## config.mk

```make
export PLATFORM = sky130hd
export DESIGN_NAME = credential_matcher
export DESIGN_NICKNAME = d
export VERILOG_FILES = /design/src/rtl/credential_matcher.sv
export SDC_FILE = /design/constraint.sdc
export NUM_CORES = 1
export LEC_CHECK = 0
export ABC_AREA = 1
export BUFFER_PORTS_ARGS = -buffer_cell sky130_fd_sc_hd__clkbuf_2
export CAP_MARGIN = 20
export CELL_PAD_IN_SITES_DETAIL_PLACEMENT = 1
export CELL_PAD_IN_SITES_GLOBAL_PLACEMENT = 2
export CORE_ASPECT_RATIO = 0.75
export CORE_MARGIN = 1
export CORE_UTILIZATION = 32
export CTS_BUF_LIST = sky130_fd_sc_hd__clkbuf_16
export DETAILED_ROUTE_END_ITERATION = 8
export GPL_ROUTABILITY_DRIVEN = 0
export HOLD_SLACK_MARGIN = 0.05
export PLACE_DENSITY_LB_ADDON = 0.15
export SLEW_MARGIN = 10
export SYNTH_ARGS = -nofsm -noshare
export SYNTH_HDL_FRONTEND = slang
export SYNTH_SLANG_ARGS = --single-unit
```

## constraint.sdc

```tcl
create_clock -name Clk -period 2.9 [get_ports Clk]
set_clock_uncertainty 0.15 [all_clocks]
set_input_delay 0.58 -clock Clk [delete_from_list [all_inputs] [get_ports Clk]]
set_output_delay 0.58 -clock Clk [all_outputs]
set_load 0.02 [all_outputs]
```

## src/rtl/credential_matcher.sv

```systemverilog
// credential_matcher: scans the ID/password ROM word stream and reports a match after the full table.
// Optional lockout after MAX_FAILS consecutive failed checks: define CREDENTIAL_LOCKOUT_EN.
module credential_matcher #(
  parameter int NUM_RECORDS = 16,
  parameter int TIMEOUT_CYC = 64,
  parameter int MAX_FAILS   = 3
) (
  input  logic        Clk,
  input  logic        Reset,
  input  logic        Check,
  input  logic [31:0] UserId,
  input  logic [31:0] UserPw,
  input  logic [31:0] WordIn,
  input  logic        WordValid,
  output logic        StartOut,
  output logic        Busy,
  output logic        Done,
  output logic        Match,
  output logic        TimeoutErr,
  output logic        Locked
);
  localparam int RW = $clog2(NUM_RECORDS + 1);
  localparam int SW = $clog2(TIMEOUT_CYC + 1);

  typedef enum logic [2:0] {S_IDLE, S_REQ, S_WAIT_ID, S_WAIT_PW, S_DONE} state_t;

  state_t        state_reg;
  logic [31:0]   id_reg;
  logic [31:0]   pw_reg;
  logic          id_hit_reg;
  logic          found_reg;
  logic          start_reg;
  logic          busy_reg;
  logic          done_reg;
  logic          match_reg;
  logic          timeout_reg;
  logic [RW-1:0] rec_reg;
  logic [SW-1:0] stall_reg;
  logic          locked_w;
  logic          pw_hit;
  logic          stall_expired;

  assign pw_hit        = id_hit_reg && (WordIn == pw_reg);
  assign stall_expired = (stall_reg == SW'(TIMEOUT_CYC - 1));

  always_ff @(posedge Clk or negedge Reset) begin
    if (!Reset) begin
      state_reg   <= S_IDLE;
      id_reg      <= '0;
      pw_reg      <= '0;
      id_hit_reg  <= 1'b0;
      found_reg   <= 1'b0;
      start_reg   <= 1'b0;
      busy_reg    <= 1'b0;
      done_reg    <= 1'b0;
      match_reg   <= 1'b0;
      timeout_reg <= 1'b0;
      rec_reg     <= '0;
      stall_reg   <= '0;
    end else begin
      start_reg <= 1'b0;
      done_reg  <= 1'b0;
      case (state_reg)
        S_IDLE: begin
          if (Check && !locked_w) begin
            id_reg      <= UserId;
            pw_reg      <= UserPw;
            match_reg   <= 1'b0;
            timeout_reg <= 1'b0;
            found_reg   <= 1'b0;
            rec_reg     <= '0;
            start_reg   <= 1'b1;
            busy_reg    <= 1'b1;
            state_reg   <= S_REQ;
          end
        end
        S_REQ: begin
          stall_reg <= '0;
          state_reg <= S_WAIT_ID;
        end
        S_WAIT_ID, S_WAIT_PW: begin
          if (WordValid) begin
            stall_reg <= '0;
            if (state_reg == S_WAIT_ID) begin
              id_hit_reg <= (WordIn == id_reg);
              state_reg  <= S_WAIT_PW;
            end else begin
              rec_reg <= rec_reg + 1'b1;
              if (rec_reg == RW'(NUM_RECORDS - 1)) begin
                // Result is committed on the way into DONE so it is valid in the Done cycle.
                match_reg <= found_reg | pw_hit;
                done_reg  <= 1'b1;
                state_reg <= S_DONE;
              end else begin
                found_reg <= found_reg | pw_hit;
                state_reg <= S_WAIT_ID;
              end
            end
          end else if (stall_expired) begin
            timeout_reg <= 1'b1;
            match_reg   <= 1'b0;
            done_reg    <= 1'b1;
            state_reg   <= S_DONE;
          end else begin
            stall_reg <= stall_reg + 1'b1;
          end
        end
        S_DONE: begin
          busy_reg  <= 1'b0;
          state_reg <= S_IDLE;
        end
        default: state_reg <= S_IDLE;
      endcase
    end
  end

`ifdef CREDENTIAL_LOCKOUT_EN
  localparam int FW = $clog2(MAX_FAILS + 1);
  logic [FW-1:0] fails_reg;
  logic          locked_reg;

  // Timeouts leave the fail count untouched; only real mismatches count.
  always_ff @(posedge Clk or negedge Reset) begin
    if (!Reset) begin
      fails_reg  <= '0;
      locked_reg <= 1'b0;
    end else if (done_reg && !timeout_reg) begin
      if (match_reg) begin
        fails_reg <= '0;
      end else if (!locked_reg) begin
        fails_reg <= fails_reg + 1'b1;
        if (fails_reg == FW'(MAX_FAILS - 1))
          locked_reg <= 1'b1;
      end
    end
  end

  assign locked_w = locked_reg;
`else
  localparam int unused_max_fails = MAX_FAILS;
  assign locked_w = 1'b0;
`endif

  assign StartOut   = start_reg;
  assign Busy       = busy_reg;
  assign Done       = done_reg;
  assign Match      = match_reg;
  assign TimeoutErr = timeout_reg;
  assign Locked     = locked_w;
endmodule
```

==> summary.md, run 1 <==
| Metric | Value |
|---|---|
| Status | `complete, no violations` |
| Slowest cell on crit path | `dfrtp_1` |
| Cells along the critical path | `ha_1, nand2_1, nor3_2, nand2_1, nand2_1, nand2_2, nand2_1, xor2_1, nor2_1` |
| Final Cell Area | `5390 um^2` |
| Max Cap Viol | `0` |
| Syn Nets | `674` |
| Crit start category | `register` |
| CP bufs+invs | `0` |
| Worst-path fanout max | `4` |
| Worst slew pin tran | `0.537 ns` |
| Ys async rst share | `100%` |
| Max incr delay on CP | `0.40 ns` |
| VDD IR max | `0.365 mV` |
| Core area | `13200 um^2` |
| RSZ-0062 raised after global routing | `false` |
| Post-route DRC violation count | `0` |
| Longest Clk Path Bufs | `2` |
| Seq/Total Area, Yosys | `49.0%` |
| Flops & latches, synth | `86` |
| Clock transition at path regs | `0.06 ns` |
| DR vias | `3862` |
| Root buffer cell | `clkbuf_16` |
| I/O Buffers | `104` |
| Final Setup Violations | `0` |
| WS Path Type | `register to register` |
| DR iter-0 viols | `122` |
| Final Hold Fails | `0` |
| Ys Warns | `0` |
| Period utilization | `65.9%` |
| Worst-skew pair later-pin latency | `0.34 ns` |
| Post_cts resized | `0` |
| Tmin final | `1.91 ns` |
| TritonCTS sink count | `86` |
| Die H | `103 um` |
| Final wirelength | `12.7 mm` |
| Pins Over Slew Limit | `0` |
| Die width | `137 um` |
| Total CTS buffers | `9` |
| Leak | `2.86 nW` |
| Largest net degree at the start of global routing | `101` |
| Count of different cell masters after synthesis | `34` |
| # Post-CTS Setup Buffers | `0` |
| DRT Pass-1 Iters | `4` |
| First-pass GRT wire length | `20.4 mm` |
| Full die area | `14200 um^2` |
| Slew margin rel. | `64.2%` |
| Routed wire per std cell | `14.9 um` |
| Vias per cell | `4.55` |
| Fmax | `0.524 GHz` |
| Htree depth | `3` |
| HP Class | `input port to async pin` |
| EDFF count, synth | `0` |
| CTS tree | `built` |
| Placement Cell Area | `5100 um^2` |
| Post-DP HPWL | `9.81 mm` |
| Hold Buf Count CTS | `0` |
| Ant. Diodes | `0` |
| Avg Cell Area, Syn | `7.69 um^2` |
| Rows | `36` |
| Vias in the first global route | `4028` |
| Aggregate global-route resource usage | `19.4%` |
| PwrDens | `874 nW/um^2` |
| Arr. time, crit path | `1.99 ns` |
| Area growth syn-to-layout | `22.7%` |
| Remaining antenna violation count after routing | `0` |
| Fin nets | `776` |
| Layout cells sized above 1 | `19.2%` |
| Synthesized instance count | `571` |
| Worst EP required | `2.98 ns` |
| Io pins | `106` |
| CP endpoint kind | `register` |
| Critical Path Most Common Cell | `nand2_1` |
| Primary FF master, synth | `dfrtp_1` |
| Post-Syn Area | `4390 um^2` |
| Starting Density | `33.3%` |
| Total grt overflow | `0` |
| Cell family with most CP delay | `simple AND/OR/NAND/NOR gates` |
| Initial antenna violation count | `0` |
| Setup TNS | `0 ns` |
worst register-to-register path, delay by kind of cell, from the launching register on:
kind	cells	cell delay (ns)
adder cells (fa/ha/maj)	1	0.18
XOR/XNOR	1	0.15
AND/OR/NAND/NOR	7	0.92
flip-flops	1	0.40
through the flow:
stage,setup slack [ns],cells,utilization (%),total power [W],hold slack [ns]
2_1_floorplan,1.27,571,-,0.00311,0.134
3_3_place_gp,0.984,833,38.7,0.00356,0.310
3_5_place_dp,0.973,833,38.7,0.00364,0.315
4_1_cts,0.957,849,40.8,0.00480,0.0889
5_1_grt,0.826,849,40.8,0.00511,0.102
6_report,0.990,849,40.8,0.00471,0.0660
layout make-up:
type                       instances  area [um^2]
multi-input combinational        392         1870
sequential                        86         2150
tap                              171          214
timing repair buffer             107          583
inverter                          77          289
clock buffer                       9          225
clock inverter                     7         57.6
fill                            1669         7810
power by group:
group	total, W	switching, W	leakage [nW]	internal, W
registers	0.00200	0.000308	1.08	0.00169
clock network	0.00112	0.000462	0.143	0.000654
logic	0.00160	0.000986	1.63	0.000612
Yosys cell counts, types with 2 or more instances:
master      n  share of area, %
nand2_1   230                20
dfrtp_1    86                49
inv_1      74               6.3
o21ai_0    39               4.4
nor2_1     21               1.8
xnor2_1    19               3.8
nand3_1    14               1.6
xor2_1     12               2.4
nand4_1    11               1.6
nor3_1     11               1.3
a21oi_1     7              0.80
buf_2       7              0.80
o22ai_1     6              0.85
clkbuf_1    5              0.43
ha_1        3              0.85
buf_4       2              0.34
buf_6       2              0.51
inv_2       2              0.17
nand2_2     2              0.28
nor3_2      2              0.46
o21ai_1     2              0.23
o21ai_2     2              0.40
routing by layer:
layer	vias up	part of all wire, %	GRT usage (%)
met3	8	3.8	4.04
li1	1967	-	-
met1	1819	51	26.9
met4	0	0.83	4.56
met5	-	0	0
met2	68	44	30.9
placed cells by master, fill, tap and decap left out, drive strengths merged, types with 7 or more instances in the layout:
cell      n
nand2   233
clkbuf  112
dfrtp    86
inv      78
o21ai    43
nor2     21
xnor2    19
nand3    15
nor3     13
xor2     12
nand4    11
a21oi     7
worst paths after layout:
check	from	to	slack [ns]	depth (start not counted)
min in group Clk	UserId[12]	id_reg[12]	0.29	3
hold / removal	Reset	pw_reg[0]	0.07	1
setup / recovery	stall_reg[0]	stall_reg[3]	0.99	9
setup reg to reg	stall_reg[0]	stall_reg[3]	0.99	9
hold reg to reg	id_hit_reg	id_hit_reg	0.33	2
max in group asynchronous	Reset	id_reg[22]	1.87	2
cells by family after synthesis:
| group | after synthesis | share of synthesized area (%) |
|---|---|---|
| adders and majority gates | 3 | 0.855 |
| AOI/OAI and AO/OA | 61 | 7.61 |
| muxes | 1 | 0.228 |
| xor gates and xnor gates | 31 | 6.18 |
| and+or+nand+nor | 295 | 27.4 |
| buffers and inverters | 93 | 8.66 |
| DFF | 86 | 49.0 |
| other | 1 | 0.0854 |
Power figures use the tool's default switching activity.
==> run 2: changes to the inputs <==
Settings changed: CORE_UTILIZATION 32 to 30.
Clock period 2.9 ns to 1.9 ns, I/O delays scaled along.
==> run 2 against run 1 <==
Net effect: routed wire length is 3.2% higher; non-clock buffer count grew 6; final cell count up 3.5%; worst hold slack better by 0.0080 ns; critical path depth stayed put; power increased by 61%; sequential share of layout area down 0.99 points; combinational power rose by 56%; largest power group unchanged; highest routed layer unchanged.
==> summary.md, run 2 (synthesized netlist as in run 1, its figures left out) <==
| Metric | Value |
|---|---|
| VDD IR max | `0.502 mV (+38%)` |
| First-pass GRT wire length | `21.7 mm (+6.0%)` |
| CTS tree | `built` |
| Largest net degree at the start of global routing | `87 (-14%)` |
| Hold Crit Depth | `3` |
| I/O Buffers | `104 (unchanged)` |
| Final Setup Violations | `0 (unchanged)` |
| Max Cap Viol | `0 (unchanged)` |
| Worst-skew pair later-pin latency | `0.35 ns (about the same)` |
| Htree depth | `3 (unchanged)` |
| Rows | `37 (+2.8%)` |
| Full die area | `15100 um^2 (+6.5%)` |
| Vias in the first global route | `4232 (+5.1%)` |
| Fin nets | `782 (+0.77%)` |
| DR vias | `3890 (+0.73%)` |
| Leak | `2.90 nW (+1.3%)` |
| Hold slack final | `0.0740 ns (+0.00802 ns)` |
| Area growth syn-to-layout | `25.8%` |
| Longest Clk Path Bufs | `2 (unchanged)` |
| Worst-path fanout max | `4 (unchanged)` |
| CP endpoint kind | `register` |
| PwrDens | `1370 nW/um^2 (+57%)` |
| Post-route DRC violation count | `0 (unchanged)` |
| Tmin final | `1.77 ns (-0.142 ns)` |
| Die width | `142 um (+3.2%)` |
| Total CTS buffers | `9 (unchanged)` |
| Highest-count cells in the layout ignoring fill and taps | `228 x nand2_1, 103 x clkbuf_2, 86 x dfrtp_1` |
| TritonCTS sink count | `86 (unchanged)` |
| DR iter-0 viols | `144 (+18%)` |
| WS Path Type | `register to register` |
| Remaining antenna violation count after routing | `0 (unchanged)` |
| DRT Pass-1 Iters | `4 (unchanged)` |
| Crit start category | `register` |
| Starting Density | `31.4% (-1.9 points)` |
| Clock transition at path regs | `0.07 ns (about the same)` |
| HP Class | `input port to register` |
| Die H | `107 um (+3.2%)` |
| Arr. time, crit path | `1.86 ns (-0.13 ns)` |
| Layout cells sized above 1 | `20.6% (+1.4 points)` |
| Final wirelength | `13.1 mm (+3.2%)` |
| RSZ-0062 raised after global routing | `false` |
| Worst EP required | `1.99 ns (-0.99 ns)` |
| Core area | `14000 um^2 (+5.9%)` |
| Fmax | `0.566 GHz (+8.0%)` |
| Post-DP HPWL | `10.1 mm (+2.8%)` |
| Pins Over Slew Limit | `0 (unchanged)` |
| Final Hold Fails | `0 (unchanged)` |
| Routed wire per std cell | `14.9 um (-0.30%)` |
| Ant. Diodes | `0 (unchanged)` |
| Most common cell after layout, fill and taps aside | `nand2_1` |
| Status | `complete, no violations` |
| Root buffer cell | `clkbuf_16` |
| Reg2reg path depth | `9 (unchanged)` |
| Period utilization | `93.0% (+27 points)` |
| Vias per cell | `4.43 (-2.7%)` |
| Initial antenna violation count | `0 (unchanged)` |
| Total grt overflow | `0 (unchanged)` |
| Io pins | `106 (unchanged)` |
| Setup TNS | `0 ns (unchanged)` |
| Aggregate global-route resource usage | `19.1% (-0.26 points)` |
==> run 2: changes by cell type in the layout (fill, tap and decap cells not counted), sizes merged <==
cell | previous run | this run
clkinvlp | 1 | 2
dlygate4sd3 | 0 | 1
buf | 4 | 9
clkinv | 4 | 3
bufinv | 1 | 3
inv | 78 | 76
==> run 2: final cells by class <==
cell class / count / area (um^2)
fillers: 1741 / 8460
flip-flops and latches: 86 / 2150
multi-input cells: 392 / 1880
repair buffers: 113 / 618
inverters: 77 / 289
well taps: 195 / 244
clock buffers: 9 / 225
clock inverters: 7 / 113
==> run 2: where the power goes <==
part	leakage, nW	internal, W	switching [W]
logic	1.65	0.000958	0.00153
registers	1.08	0.00258	0.000469
clock network	0.157	0.00128	0.000750
total	2.90	0.00481	0.00275
==> run 2: per-stage QoR <==
stage,power [W],setup WS (ns),utilization [%],cell area [um^2],std cells
6_report,0.00756,0.132,39.5,5520,879
2_1_floorplan,0.00475,0.271,-,4390,571
3_3_place_gp,0.00548,0.168,36.9,5150,861
3_5_place_dp,0.00560,-0.00344,36.9,5150,861
4_1_cts,0.00769,0.0609,39.4,5510,879
5_1_grt,0.00821,0.0110,39.5,5520,879
==> run 2: worst paths after layout <==
check                      slack (ns)           end    startpoint
setup reg to reg                 0.13  stall_reg[3]  stall_reg[0]
min in group asynchronous        0.47    id_reg[29]         Reset
max in group asynchronous        0.77    pw_reg[14]         Reset
hold / removal                   0.07    id_reg[14]    UserId[14]
setup / recovery                 0.13  stall_reg[3]  stall_reg[0]
hold reg to reg                  0.34    TimeoutErr    TimeoutErr
==> run 2: per-layer routing <==
layer  global-route usage (%)  vias to the layer above  wire length [um]
met5                        0                        -                 0
met1                     25.7                     1810              6450
met3                     5.54                        9               778
met2                     30.3                       91              5740
met4                     4.22                        0               109
li1                         -                     1980                 -
==> run 2: what timing repair did <==
item	in CTS	in global routing
setup buffers	1	0
setup endpoints to repair	1	7
pin swaps	1	1
hold buffers	1	0
gates resized for setup	0	4
hold endpoints to repair	86	0
==> run 2: worst max-delay path, stage by stage (launching register included) <==
cell	delay (ns)
dfrtp_1	0.39
ha_1	0.20
nand2_1	0.10
nor3_2	0.22
nand2_2	0.12
nand2_2	0.11
nand2_2	0.08
nand2_1	0.10
xor2_1	0.15
nor2_1	0.05
==> run 3: changes to the inputs <==
Settings changed: CORE_UTILIZATION 30 to 32, CTS_BUF_LIST sky130_fd_sc_hd__clkbuf_16 to not set.
Clock period 1.9 ns to 2.15 ns, I/O delays scaled along.
==> run 3 against run 2 <==
Net effect: setup slack improved by 0.090 ns; critical endpoint unchanged; sequential share of layout area rose by 1.1 points; worst hold slack improved by 0.053 ns; cell area fell by 2.8%; critical path depth did not move; highest routed layer unchanged; core utilization rose by 1.2 points; power fell by 16%; global-route usage rose by 0.50 points; sequential power fell by 12%; die area fell by 6.1%; first-iteration DRC count fell by 26%; routed wire length fell by 1.3%.
==> summary.md, run 3 (synthesized netlist as in run 1, its figures left out) <==
| Metric | Value |
|---|---|
| Filler instances | `1664 (-4.4%)` |
| PwrDens | `1180 nW/um^2 (-14%)` |
| RR Startpoint | `stall_reg[0]` |
| Crit start category | `register` |
| Leak | `2.85 nW (-1.7%)` |
| Final Setup Violations | `0 (unchanged)` |
| Arr. time, crit path | `2.02 ns (+0.16 ns)` |
| Min-Delay Endpoint | `id_reg[12]` |
| First-pass GRT wire length | `20.5 mm (-5.1%)` |
| Pins Over Slew Limit | `0 (unchanged)` |
| Tmin final | `1.93 ns (+0.160 ns)` |
| Final Cell Area | `5370 um^2 (-2.8%)` |
| Placement Cell Area | `5090 um^2 (-1.2%)` |
| Starting Density | `33.3% (+1.9 points)` |
| Routed wire per std cell | `15.2 um (+2.0%)` |
| Remaining antenna violation count after routing | `0 (unchanged)` |
| Aggregate global-route resource usage | `19.6% (+0.50 points)` |
| Largest net degree at the start of global routing | `95 (+9.2%)` |
| Die H | `103 um (-3.1%)` |
| Worst hold path startpoint | `UserId[12]` |
| DRT Pass-1 Iters | `4 (unchanged)` |
| FF/Latch Area | `2150 um^2 (unchanged)` |
| Max Cap Viol | `0 (unchanged)` |
| Layout cells sized above 1 | `19.4% (-1.2 points)` |
| Critical Path Most Common Cell | `nand2_1` |
| Critical R2R Capture | `stall_reg[3]` |
| Cell family with most CP delay | `simple AND/OR/NAND/NOR gates` |
| Total grt overflow | `0 (unchanged)` |
| Hold Crit Depth | `3 (unchanged)` |
| Post-route DRC violation count | `0 (unchanged)` |
| Longest Clk Path Bufs | `2 (unchanged)` |
| Worst-path fanout max | `4 (unchanged)` |
| Clock transition at path regs | `0.06 ns (about the same)` |
| Die width | `137 um (-3.1%)` |
| # Post-CTS Setup Buffers | `0 (-1)` |
| Full die area | `14200 um^2 (-6.1%)` |
| HP Class | `input port to register` |
| Slowest cell on crit path | `dfrtp_1` |
| WS Path Type | `register to register` |
| Most common cell after layout, fill and taps aside | `nand2_1` |
| Post-DP HPWL | `9.85 mm (-2.3%)` |
| Worst EP required | `2.24 ns (+0.25 ns)` |
| Highest routed layer | `met4` |
| Total CTS buffers | `9 (unchanged)` |
| I/O Buffers | `104 (unchanged)` |
| Initial antenna violation count | `0 (unchanged)` |
| DR iter-0 viols | `107 (-26%)` |
| Area growth syn-to-layout | `22.3%` |
| Status | `complete, no violations` |
| VDD IR max | `0.552 mV (+10%)` |
| DR vias | `3886 (-0.10%)` |
| Fin nets | `777 (-0.64%)` |
| Vias per cell | `4.57 (+3.3%)` |
| Final wirelength | `12.9 mm (-1.3%)` |
| Htree depth | `3 (unchanged)` |
| Vias in the first global route | `4033 (-4.7%)` |
| Reg2reg path depth | `9 (unchanged)` |
| Root buffer cell | `clkbuf_16` |
| Worst-skew pair later-pin latency | `0.35 ns (about the same)` |
| Fmax | `0.519 GHz (-8.3%)` |
| TritonCTS sink count | `86 (unchanged)` |
| Cells along the critical path | `ha_1, nand2_1, nor3_2, nand2_1, nand2_1, nand2_2, nand2_1, xor2_1, nor2_1` |
| CP endpoint kind | `register` |
| Ant. Diodes | `0 (unchanged)` |
| DR WL met3 | `745 um (-4.2%)` |
| Setup TNS | `0 ns (unchanged)` |
| Reg2reg setup slack | `0.22 ns (+0.09 ns)` |
| Rows | `36 (-2.7%)` |
| Final Hold Fails | `0 (unchanged)` |
| CTS tree | `built` |
| Highest-count cells in the layout ignoring fill and taps | `230 x nand2_1, 103 x clkbuf_2, 86 x dfrtp_1` |
| Max incr delay on CP | `0.39 ns (about the same)` |
| Core area | `13200 um^2 (-5.6%)` |
| CP bufs+invs | `0 (unchanged)` |
| WL met2 | `5.63 mm (-1.8%)` |
| RSZ-0062 raised after global routing | `false` |
| Period utilization | `89.7% (-3.4 points)` |
| Post_cts resized | `0 (unchanged)` |
| Io pins | `106 (unchanged)` |
| Multi-input gate area | `1870 um^2 (-0.86%)` |
| Hold Buf Count CTS | `1 (unchanged)` |
| Met1 WL | `6.39 mm (-1.0%)` |
run 3: metrics by stage:
step                      hold slack, ns  setup WS [ns]  power [W]  utilization [%]  std cells
after floorplan                  -0.0156          0.521    0.00420                -        571
after global placement             0.184          0.288    0.00478             38.6        833
after detailed placement           0.185          0.249    0.00490             38.6        833
after CTS                          0.116          0.230    0.00641             40.7        850
after global routing               0.122         0.0126    0.00685             40.7        850
final                              0.127          0.222    0.00631             40.7        850
run 3: report_power, final:
group          internal [W]  switching, W  total [W]  leakage, nW
Sequential          0.00228      0.000415    0.00269         1.08
Combinational      0.000815       0.00133    0.00215         1.63
Clock              0.000810      0.000664    0.00147        0.132
Total               0.00390       0.00241    0.00631         2.85
run 3: worst max path at each step:
stage	start	end	slack (ns)	depth (start not counted)
6_report	stall_reg[0]	stall_reg[3]	0.22	9
5_1_grt	stall_reg[0]	stall_reg[3]	0.01	9
4_1_cts	stall_reg[0]	stall_reg[3]	0.23	9
3_5_place_dp	stall_reg[0]	stall_reg[3]	0.25	9
3_3_place_gp	stall_reg[0]	stall_reg[3]	0.29	9
2_1_floorplan	stall_reg[0]	stall_reg[3]	0.52	9
run 3: final cells by class:
type / count / area share, %
clock buffer: 12 / 4.59
clock inverter: 4 / 0.419
inverter: 77 / 5.38
multi-input combinational: 392 / 34.8
sequential: 86 / 40.1
tap: 171 / 3.98
timing repair buffer: 108 / 10.8
run 3: per-layer routing:
layer | track usage, % | vias to the layer above
met1 | 26.6 | 1830
li1 | - | 1962
met3 | 5.65 | 11
met5 | 0 | -
met2 | 30.6 | 83
met4 | 5.16 | 0
run 3: tightest hold or removal path, stage by stage:
cell	delay (ns)
clkbuf_2	0.07
nand2_1	0.04
nand2_1	0.05
